===== src/rtl/ghostbus_arbiter_pkg.sv =====
// Shared definitions for the ghostbus round-robin arbiter: FSM encodings and
// the grant-index width helper.
package ghostbus_arbiter_pkg;

    localparam logic [1:0] ST_IDLE  = 2'd0;
    localparam logic [1:0] ST_ISSUE = 2'd1;
    localparam logic [1:0] ST_WAIT  = 2'd2;
    localparam logic [1:0] ST_RESP  = 2'd3;

    // Grant index width; a single requester still gets a 1-bit index.
    function automatic int calc_iw(input int n);
        return (n > 1) ? $clog2(n) : 1;
    endfunction

endpackage


===== src/rtl/ghostbus_arbiter_if.sv =====
// Requester handshake and ghostbus signals shared between the arbiter and the
// agents around it.
interface ghostbus_arbiter_if #(
    parameter int N_REQ = 2,
    parameter int AW    = 24,
    parameter int DW    = 32
);
    logic [N_REQ-1:0]    req_valid;
    logic [N_REQ-1:0]    req_we;
    logic [N_REQ*AW-1:0] req_addr;
    logic [N_REQ*DW-1:0] req_wdata;
    logic [N_REQ-1:0]    req_done;
    logic [DW-1:0]       req_rdata;
    logic [AW-1:0]       gb_addr;
    logic [DW-1:0]       gb_wdata;
    logic                gb_wen;
    logic                gb_rstb;
    logic [DW-1:0]       gb_rdata;

    modport master (
        input  req_valid, req_we, req_addr, req_wdata, gb_rdata,
        output req_done, req_rdata, gb_addr, gb_wdata, gb_wen, gb_rstb
    );

    modport slave (
        output req_valid, req_we, req_addr, req_wdata, gb_rdata,
        input  req_done, req_rdata, gb_addr, gb_wdata, gb_wen, gb_rstb
    );
endinterface


===== src/rtl/ghostbus_arbiter_rr_pick.sv =====
// Combinational round-robin picker: first eligible requester at or after ptr,
// returned both one-hot and as an index.
module gb_rr_pick #(
    parameter int N_REQ = 2,
    parameter int IW    = 1
) (
    input  logic [N_REQ-1:0] i_eligible,
    input  logic [IW-1:0]    i_ptr,
    output logic [N_REQ-1:0] o_grant,
    output logic [IW-1:0]    o_idx,
    output logic             o_any
);

    logic [IW-1:0] w_j;

    always_comb begin
        o_grant = '0;
        o_idx   = '0;
        o_any   = 1'b0;
        w_j     = '0;
        for (int unsigned k = 0; k < N_REQ; k++) begin
            w_j = IW'((32'(i_ptr) + k) % N_REQ);
            if (!o_any && i_eligible[w_j]) begin
                o_any        = 1'b1;
                o_grant[w_j] = 1'b1;
                o_idx        = w_j;
            end
        end
    end

endmodule


===== src/rtl/ghostbus_arbiter.sv =====
// Round-robin arbiter serialising single-beat read/write transactions from
// N_REQ requesters onto one ghostbus with a fixed read latency.
module ghostbus_arbiter
    import ghostbus_arbiter_pkg::*;
#(
    parameter int N_REQ  = 2,
    parameter int AW     = 24,
    parameter int DW     = 32,
    parameter int RD_LAT = 2,
    localparam int IW    = calc_iw(N_REQ)
) (
    input  logic                gb_clk,
    input  logic                gb_rst,
    ghostbus_arbiter_if.master  bus,
    output logic                busy,
    output logic [IW-1:0]       grant_id
);

    localparam int CW = (RD_LAT > 1) ? $clog2(RD_LAT) : 1;

    logic [1:0]       r_state;
    logic [IW-1:0]    r_ptr;
    logic [IW-1:0]    r_gid;
    logic             r_we;
    logic [CW-1:0]    r_cnt;
    logic [AW-1:0]    r_addr;
    logic [DW-1:0]    r_wdata;
    logic             r_wen;
    logic             r_rstb;
    logic [N_REQ-1:0] r_done;
    logic [DW-1:0]    r_rdata;

    logic [N_REQ-1:0] w_elig;
    logic [N_REQ-1:0] w_grant;
    logic [IW-1:0]    w_idx;
    logic             w_any;
    logic             w_sel_we;
    logic [AW-1:0]    w_sel_addr;
    logic [DW-1:0]    w_sel_wdata;

    // Masking with req_done keeps the requester just served out of the race.
    assign w_elig = bus.req_valid & ~r_done;

    gb_rr_pick #(.N_REQ(N_REQ), .IW(IW)) u_pick (
        .i_eligible (w_elig),
        .i_ptr      (r_ptr),
        .o_grant    (w_grant),
        .o_idx      (w_idx),
        .o_any      (w_any)
    );

    always_comb begin
        w_sel_we    = 1'b0;
        w_sel_addr  = '0;
        w_sel_wdata = '0;
        for (int unsigned i = 0; i < N_REQ; i++) begin
            if (w_grant[i]) begin
                w_sel_we    = bus.req_we[i];
                w_sel_addr  = bus.req_addr[i*AW +: AW];
                w_sel_wdata = bus.req_wdata[i*DW +: DW];
            end
        end
    end

    always_ff @(posedge gb_clk) begin
        if (gb_rst) begin
            r_state <= ST_IDLE;
            r_ptr   <= '0;
            r_gid   <= '0;
            r_we    <= 1'b0;
            r_cnt   <= '0;
            r_addr  <= '0;
            r_wdata <= '0;
            r_wen   <= 1'b0;
            r_rstb  <= 1'b0;
            r_done  <= '0;
            r_rdata <= '0;
        end else begin
            r_wen  <= 1'b0;
            r_rstb <= 1'b0;
            r_done <= '0;
            case (r_state)
                ST_IDLE: begin
                    if (w_any) begin
                        r_state <= ST_ISSUE;
                        r_gid   <= w_idx;
                        r_we    <= w_sel_we;
                        r_addr  <= w_sel_addr;
                        r_wdata <= w_sel_wdata;
                        r_wen   <= w_sel_we;
                        r_rstb  <= ~w_sel_we;
                        r_ptr   <= (32'(w_idx) == N_REQ - 1) ? '0 : w_idx + 1'b1;
                    end
                end
                ST_ISSUE: begin
                    if (r_we || RD_LAT == 1) begin
                        r_state       <= ST_RESP;
                        r_done[r_gid] <= 1'b1;
                        if (!r_we) r_rdata <= bus.gb_rdata;
                    end else begin
                        r_state <= ST_WAIT;
                        r_cnt   <= CW'(RD_LAT - 1);
                    end
                end
                ST_WAIT: begin
                    // Leave on the edge where the decremented count reaches zero,
                    // which is edge ISSUE+RD_LAT.
                    if (r_cnt <= CW'(1)) begin
                        r_state       <= ST_RESP;
                        r_done[r_gid] <= 1'b1;
                        r_rdata       <= bus.gb_rdata;
                    end else begin
                        r_cnt <= r_cnt - 1'b1;
                    end
                end
                default: r_state <= ST_IDLE;
            endcase
        end
    end

    assign bus.req_done  = r_done;
    assign bus.req_rdata = r_rdata;
    assign bus.gb_addr   = r_addr;
    assign bus.gb_wdata  = r_wdata;
    assign bus.gb_wen    = r_wen;
    assign bus.gb_rstb   = r_rstb;
    assign busy          = (r_state != ST_IDLE);
    assign grant_id      = r_gid;

endmodule


===== src/flat_wrapper.sv =====
// flat-port wrapper written by rule: the top's interface ports become plain ports
module ghostbus_arbiter_flat import ghostbus_arbiter_pkg::*;
#(
    parameter int N_REQ  = 2,
    parameter int AW     = 24,
    parameter int DW     = 32,
    parameter int RD_LAT = 2,
    localparam int IW    = calc_iw(N_REQ)
)
  (gb_clk, gb_rst, busy, grant_id, bus_req_valid, bus_req_we, bus_req_addr, bus_req_wdata, bus_gb_rdata, bus_req_done, bus_req_rdata, bus_gb_addr, bus_gb_wdata, bus_gb_wen, bus_gb_rstb);
  ghostbus_arbiter_if #(.N_REQ(N_REQ), .AW(AW), .DW(DW)) bus_i ();
  input  logic gb_clk;
  input  logic gb_rst;
  output logic busy;
  output logic [IW-1:0] grant_id;
  input wire logic [$bits(bus_i.req_valid)-1:0] bus_req_valid;
  input wire logic [$bits(bus_i.req_we)-1:0] bus_req_we;
  input wire logic [$bits(bus_i.req_addr)-1:0] bus_req_addr;
  input wire logic [$bits(bus_i.req_wdata)-1:0] bus_req_wdata;
  input wire logic [$bits(bus_i.gb_rdata)-1:0] bus_gb_rdata;
  output wire logic [$bits(bus_i.req_done)-1:0] bus_req_done;
  output wire logic [$bits(bus_i.req_rdata)-1:0] bus_req_rdata;
  output wire logic [$bits(bus_i.gb_addr)-1:0] bus_gb_addr;
  output wire logic [$bits(bus_i.gb_wdata)-1:0] bus_gb_wdata;
  output wire logic [$bits(bus_i.gb_wen)-1:0] bus_gb_wen;
  output wire logic [$bits(bus_i.gb_rstb)-1:0] bus_gb_rstb;
  assign bus_i.req_valid = bus_req_valid;
  assign bus_i.req_we = bus_req_we;
  assign bus_i.req_addr = bus_req_addr;
  assign bus_i.req_wdata = bus_req_wdata;
  assign bus_i.gb_rdata = bus_gb_rdata;
  assign bus_req_done = bus_i.req_done;
  assign bus_req_rdata = bus_i.req_rdata;
  assign bus_gb_addr = bus_i.gb_addr;
  assign bus_gb_wdata = bus_i.gb_wdata;
  assign bus_gb_wen = bus_i.gb_wen;
  assign bus_gb_rstb = bus_i.gb_rstb;
  ghostbus_arbiter #(.N_REQ(N_REQ), .AW(AW), .DW(DW), .RD_LAT(RD_LAT)) u_core (.gb_clk(gb_clk), .gb_rst(gb_rst), .bus(bus_i), .busy(busy), .grant_id(grant_id));
endmodule

===== config.mk =====
export PLATFORM = sky130hd
export DESIGN_NAME = ghostbus_arbiter_flat
export DESIGN_NICKNAME = d
export VERILOG_FILES = /design/src/rtl/ghostbus_arbiter_pkg.sv /design/src/rtl/ghostbus_arbiter_if.sv /design/src/rtl/ghostbus_arbiter_rr_pick.sv /design/src/rtl/ghostbus_arbiter.sv /design/src/flat_wrapper.sv
export SDC_FILE = /design/constraint.sdc
export NUM_CORES = 1
export LEC_CHECK = 0
export ABC_AREA = 1
export CORE_UTILIZATION = 37
export CTS_CLUSTER_SIZE = 28
export DETAILED_ROUTE_END_ITERATION = 8
export GPL_TIMING_DRIVEN = 0
export PLACE_DENSITY = 0.8
export SLEW_MARGIN = 20
export SYNTH_ARGS = -nofsm -noshare
export SYNTH_HDL_FRONTEND = slang
export SYNTH_SLANG_ARGS = --single-unit

===== constraint.sdc =====
create_clock -name gb_clk -period 1.2 [get_ports gb_clk]
set_input_delay 0.24 -clock gb_clk [delete_from_list [all_inputs] [get_ports gb_clk]]
set_output_delay 0.24 -clock gb_clk [all_outputs]
set_load 0.01 [all_outputs]

==> summary.md <==
Clock skew on the completed layout was measured at 0.00683 ns. The die boundary width was 116 microns; the via density per instance was 4.75. The run finished, with violations left.

TritonCTS built the clock tree. The combined area of all synthesized cells came out at 0.00481 sq mm. The final route contains 5753 vias.

The leakage power total was 4.11 nW; the final critical-path setup slack was -0.175 ns. In this run the power spent charging and discharging nets is 0.00902 W. For the weighted congestion at the end of routability-driven global placement, the log shows 0.811. Entering global routing, the biggest net connects 15 pins. For the worst setup path, the data arrival time is 1.61 ns.

The logs give 0.708 for the end-of-flow core utilization and 0.132 for the part of the total power dissipated in the clock network. The leading cell type by number of instances after synthesis is sky130_fd_sc_hd__nand2_1. For the starting density of the core, the log shows 0.380.

In the routed design, unresolved DRC markers number 0. The final reports fail on negative setup slack. The I/O pin count came out at 244. The share of the clock period used by the worst path came out at 1.15.

CTS placed an instance of sky130_fd_sc_hd__clkbuf_16 at the clock tree root. The class of the tightest hold or removal check is in2reg. Summed over all nets, wire length on met2 after detailed routing comes to 9510 microns. By area the synthesized netlist is led by sky130_fd_sc_hd__dfxtp_1 (40%), sky130_fd_sc_hd__nand2_1 (14%), sky130_fd_sc_hd__nor2_1 (12%). In this design, the stage delay of the slowest critical-path cell is 0.38 ns.

Adding up every negative setup slack in the final design gives -9.24 ns. For this run, the number of Yosys warnings is 0. Setup violations remaining at the end of the flow were counted as 93.

The critical path data required time is 1.44 ns, and the total routed wire length on the met1 layer is 7030 microns. The upper clock frequency limit is 0.727 GHz. Along the worst path, the maximum fanout reaches 5.

In this run, post-CTS hold repair placed 0 buffers. The proportion of register bits with asynchronous set or reset after synthesis works out to 0. The worst-case headroom to the max-slew limit is 0.534.

The run gives 0.240 as the share of power burned in registers. The category of the most critical setup path is reg2reg. Share of the yosys chip area belonging to registers: 0.403. The tools report the endpoint class of the critical path as a flop. The run gives 352 as the number of DRC markers after the initial detailed-route iteration. Detailed routing placed a total of 1480 microns of wire on met3. For the overall global routing resource usage, the log shows 0.267. Number of hold violations in the final report: 0.

For the post-route worst hold slack, the log shows 0.208 ns. In this run the number of H-tree levels came out at 3. The number of buffer cells added on primary ports came out at 242. Across the VDD grid, the largest voltage drop is 1.53 mV.

The internal power of the cells totals 0.0128 W. The worst hold path passes through 2 cells. The switching power share of the total was 0.414; the area of the die was 0.0135 sq mm. No sink is reached through more buffers than the 2 on the longest clock path. The wire length of the first global-routing pass came out at 27400 microns. The HPWL after detailed placement is 11900 microns. The die height was 116 microns; the worst reg2reg path depth was 9. The number of different library cells in the post-synthesis netlist is 22, and the clock slew at the register clock pins of the worst setup and hold paths is 0.07 ns. The commonest cells after synthesis are sky130_fd_sc_hd__nand2_1 (179), sky130_fd_sc_hd__nor2_1 (160), sky130_fd_sc_hd__nand3_1 (119).

STA classifies the critical path startpoint as a flop. Number of pins with negative max-slew slack in the final report: 0. The layout-stage area growth over the synthesis result is 86.4%, and the initial antenna violation count is 2. The area share of the largest cell type after synthesis was 0.403; the number of search-and-repair iterations in the first detailed-routing pass was 4. When the netlist entered floorplanning its net count stood at 900.

The logs give 0.35 ns for the clock insertion delay at the later pin of the skew report and 18400 microns for the final routed wirelength across all metal layers. In this run, synthesis inferred 0 flip-flops with an integrated enable. The routed design could run at a clock period as short as 1.37 ns.

For this run the aggregate overflow at the end of global routing stands at 0. The cell type with the largest total area after synthesis was sky130_fd_sc_hd__dfxtp_1. Proportion of layout cells with a drive suffix above 1: 0.318. The core area is 0.0127 sq mm.

The tool flagged a number of max-cap violations equal to 0. The final layout contains 1187 nets. For the via count of the first global-routing pass, the log shows 5489.

The floorplan has 41 rows. In the synthesized netlist the dominant register cell turns out to be sky130_fd_sc_hd__dfxtp_1. The signal on the critical path passes through inv_4, ha_4, buf_12, nand2_8, buf_8, buf_8, nand2_2, nand2_2, nor2_2.

Synthesis inferred 97 register bits. The tools report the total clock buffers created by CTS as 9. For the part of the power in combinational logic, the log shows 0.628. After detailed routing, the average wire length per cell comes to 15.2 microns. After detailed routing, no signal wire sits above met4.

Power spread over the standard cell area amounts to 2430 mW/mm^2. The residual antenna-violating net count after detailed routing was 0; the number of sinks handled by clock tree synthesis was 97. The overall power of the completed layout was 0.0218 W; the measured slew at the worst slew-check pin was 0.699 ns. Dividing the synthesized area by the synthesized cell count gives 6.45 sq um. Number of standard cells after synthesis: 746. The slowest stage cell on the critical path was sky130_fd_sc_hd__dfxtp_4. Setup repair after global routing could not meet its margin everywhere.
## placed cells by master, fill, tap and decap left out, types with 6 or more instances in the layout
cell type                         Yosys  routed
sky130_fd_sc_hd__buf_12               0       9
sky130_fd_sc_hd__buf_2               20      13
sky130_fd_sc_hd__buf_4                9      18
sky130_fd_sc_hd__buf_6                7      16
sky130_fd_sc_hd__buf_8                0      11
sky130_fd_sc_hd__clkbuf_1            14       6
sky130_fd_sc_hd__clkbuf_16            0       9
sky130_fd_sc_hd__clkbuf_2             0      42
sky130_fd_sc_hd__clkbuf_8             0       7
sky130_fd_sc_hd__clkdlybuf4s15_1      0      42
sky130_fd_sc_hd__clkdlybuf4s50_1      0     146
sky130_fd_sc_hd__dfxtp_1             97      89
sky130_fd_sc_hd__dlygate4sd2_1        0       8
sky130_fd_sc_hd__inv_1               66      59
sky130_fd_sc_hd__inv_2                4       7
sky130_fd_sc_hd__nand2_1            179     110
sky130_fd_sc_hd__nand2_2              1      54
sky130_fd_sc_hd__nand2_4              1      16
sky130_fd_sc_hd__nand3_1            119     118
sky130_fd_sc_hd__nor2_1             160      93
sky130_fd_sc_hd__nor2_2              21      41
sky130_fd_sc_hd__nor2_4               1      48
sky130_fd_sc_hd__o21ai_0             32      16
sky130_fd_sc_hd__o21ai_1              0      15
## stage by stage
step / instances / setup slack (ns) / area (sq um)
global placement: 1160 / -0.583 / 7460
CTS: 1211 / -0.219 / 8880
detailed placement: 1160 / -0.586 / 7460
floorplan: 746 / -0.0799 / 4820
finish: 1210 / -0.175 / 8970
global route: 1208 / -0.228 / 8960
## power groups by stage
stage | Combinational [W] | Sequential, W | Clock, W
floorplan | 0.00448 | 0.00572 | 0
global placement | 0.00903 | 0.00513 | 0
detailed placement | 0.00912 | 0.00519 | 0
CTS | 0.0130 | 0.00514 | 0.00292
global route | 0.0148 | 0.00536 | 0.00306
finish | 0.0137 | 0.00523 | 0.00288
## logic make-up after synthesis
kind of cell	count (synthesis)	synth area share
buf+inv	122	0.118
compound gates	35	0.0364
simple gates	488	0.432
fa+ha+maj	4	0.0104
flops	97	0.403
## per-layer routing
layer | up-vias | global-route usage
li1 | 2875 | -
met1 | 2649 | 0.298
met2 | 205 | 0.483
met3 | 24 | 0.0748
met4 | 0 | 0.0974
met5 | - | 0
## worst max-delay path: cells and delay by family (launching register included)
kind,cells,cell delay [ns]
simple gates,4,0.24
flops,1,0.38
fa+ha+maj,1,0.18
buf+inv,4,0.45
## flip-flops by register name, summed over array words and instances (netlist names)
name,cells
u_core.bus.gb_wdata,32
u_core.bus.req_rdata,32
u_core.bus.gb_addr,24
u_core.bus.req_done,2
u_core.r_state,2
u_core.bus.gb_rstb,1
u_core.bus.gb_wen,1
u_core.grant_id,1
u_core.r_ptr,1
u_core.r_we,1
## path summary, 6_finish.rpt
check,startpoint,end,slack (ns)
max,u_core.r_state[1]$_SDFFE_PP0P_,u_core.bus.gb_wdata[11]$_SDFFE_PP0P_,-0.17
min,gb_rst,u_core.r_ptr$_SDFFE_PP0P_,0.21
max reg2reg,u_core.r_state[1]$_SDFFE_PP0P_,u_core.bus.gb_wdata[11]$_SDFFE_PP0P_,-0.17
min reg2reg,u_core.grant_id$_SDFFE_PP0P_,u_core.bus.req_done[0]$_SDFF_PP0_,0.44
## what timing repair did
item / 4_1_cts / 5_1_grt
gates resized for setup: 370 / 198
gates cloned: 15 / 0
pin swaps: 64 / 34
endpoints found under the setup margin: 188 / 174
buffers inserted: 23 / 2
## layout make-up
type	count	area, sq um
sequential	97	1960
clock inverter	3	42.5
fill	1052	3700
multi-input combinational	528	3060
inverter	70	274
buffer	51	487
timing repair buffer	276	2690
clock buffer	11	243
tap	172	215
antenna	2	5.00
Note: power is estimated with default switching activity, not from simulation.
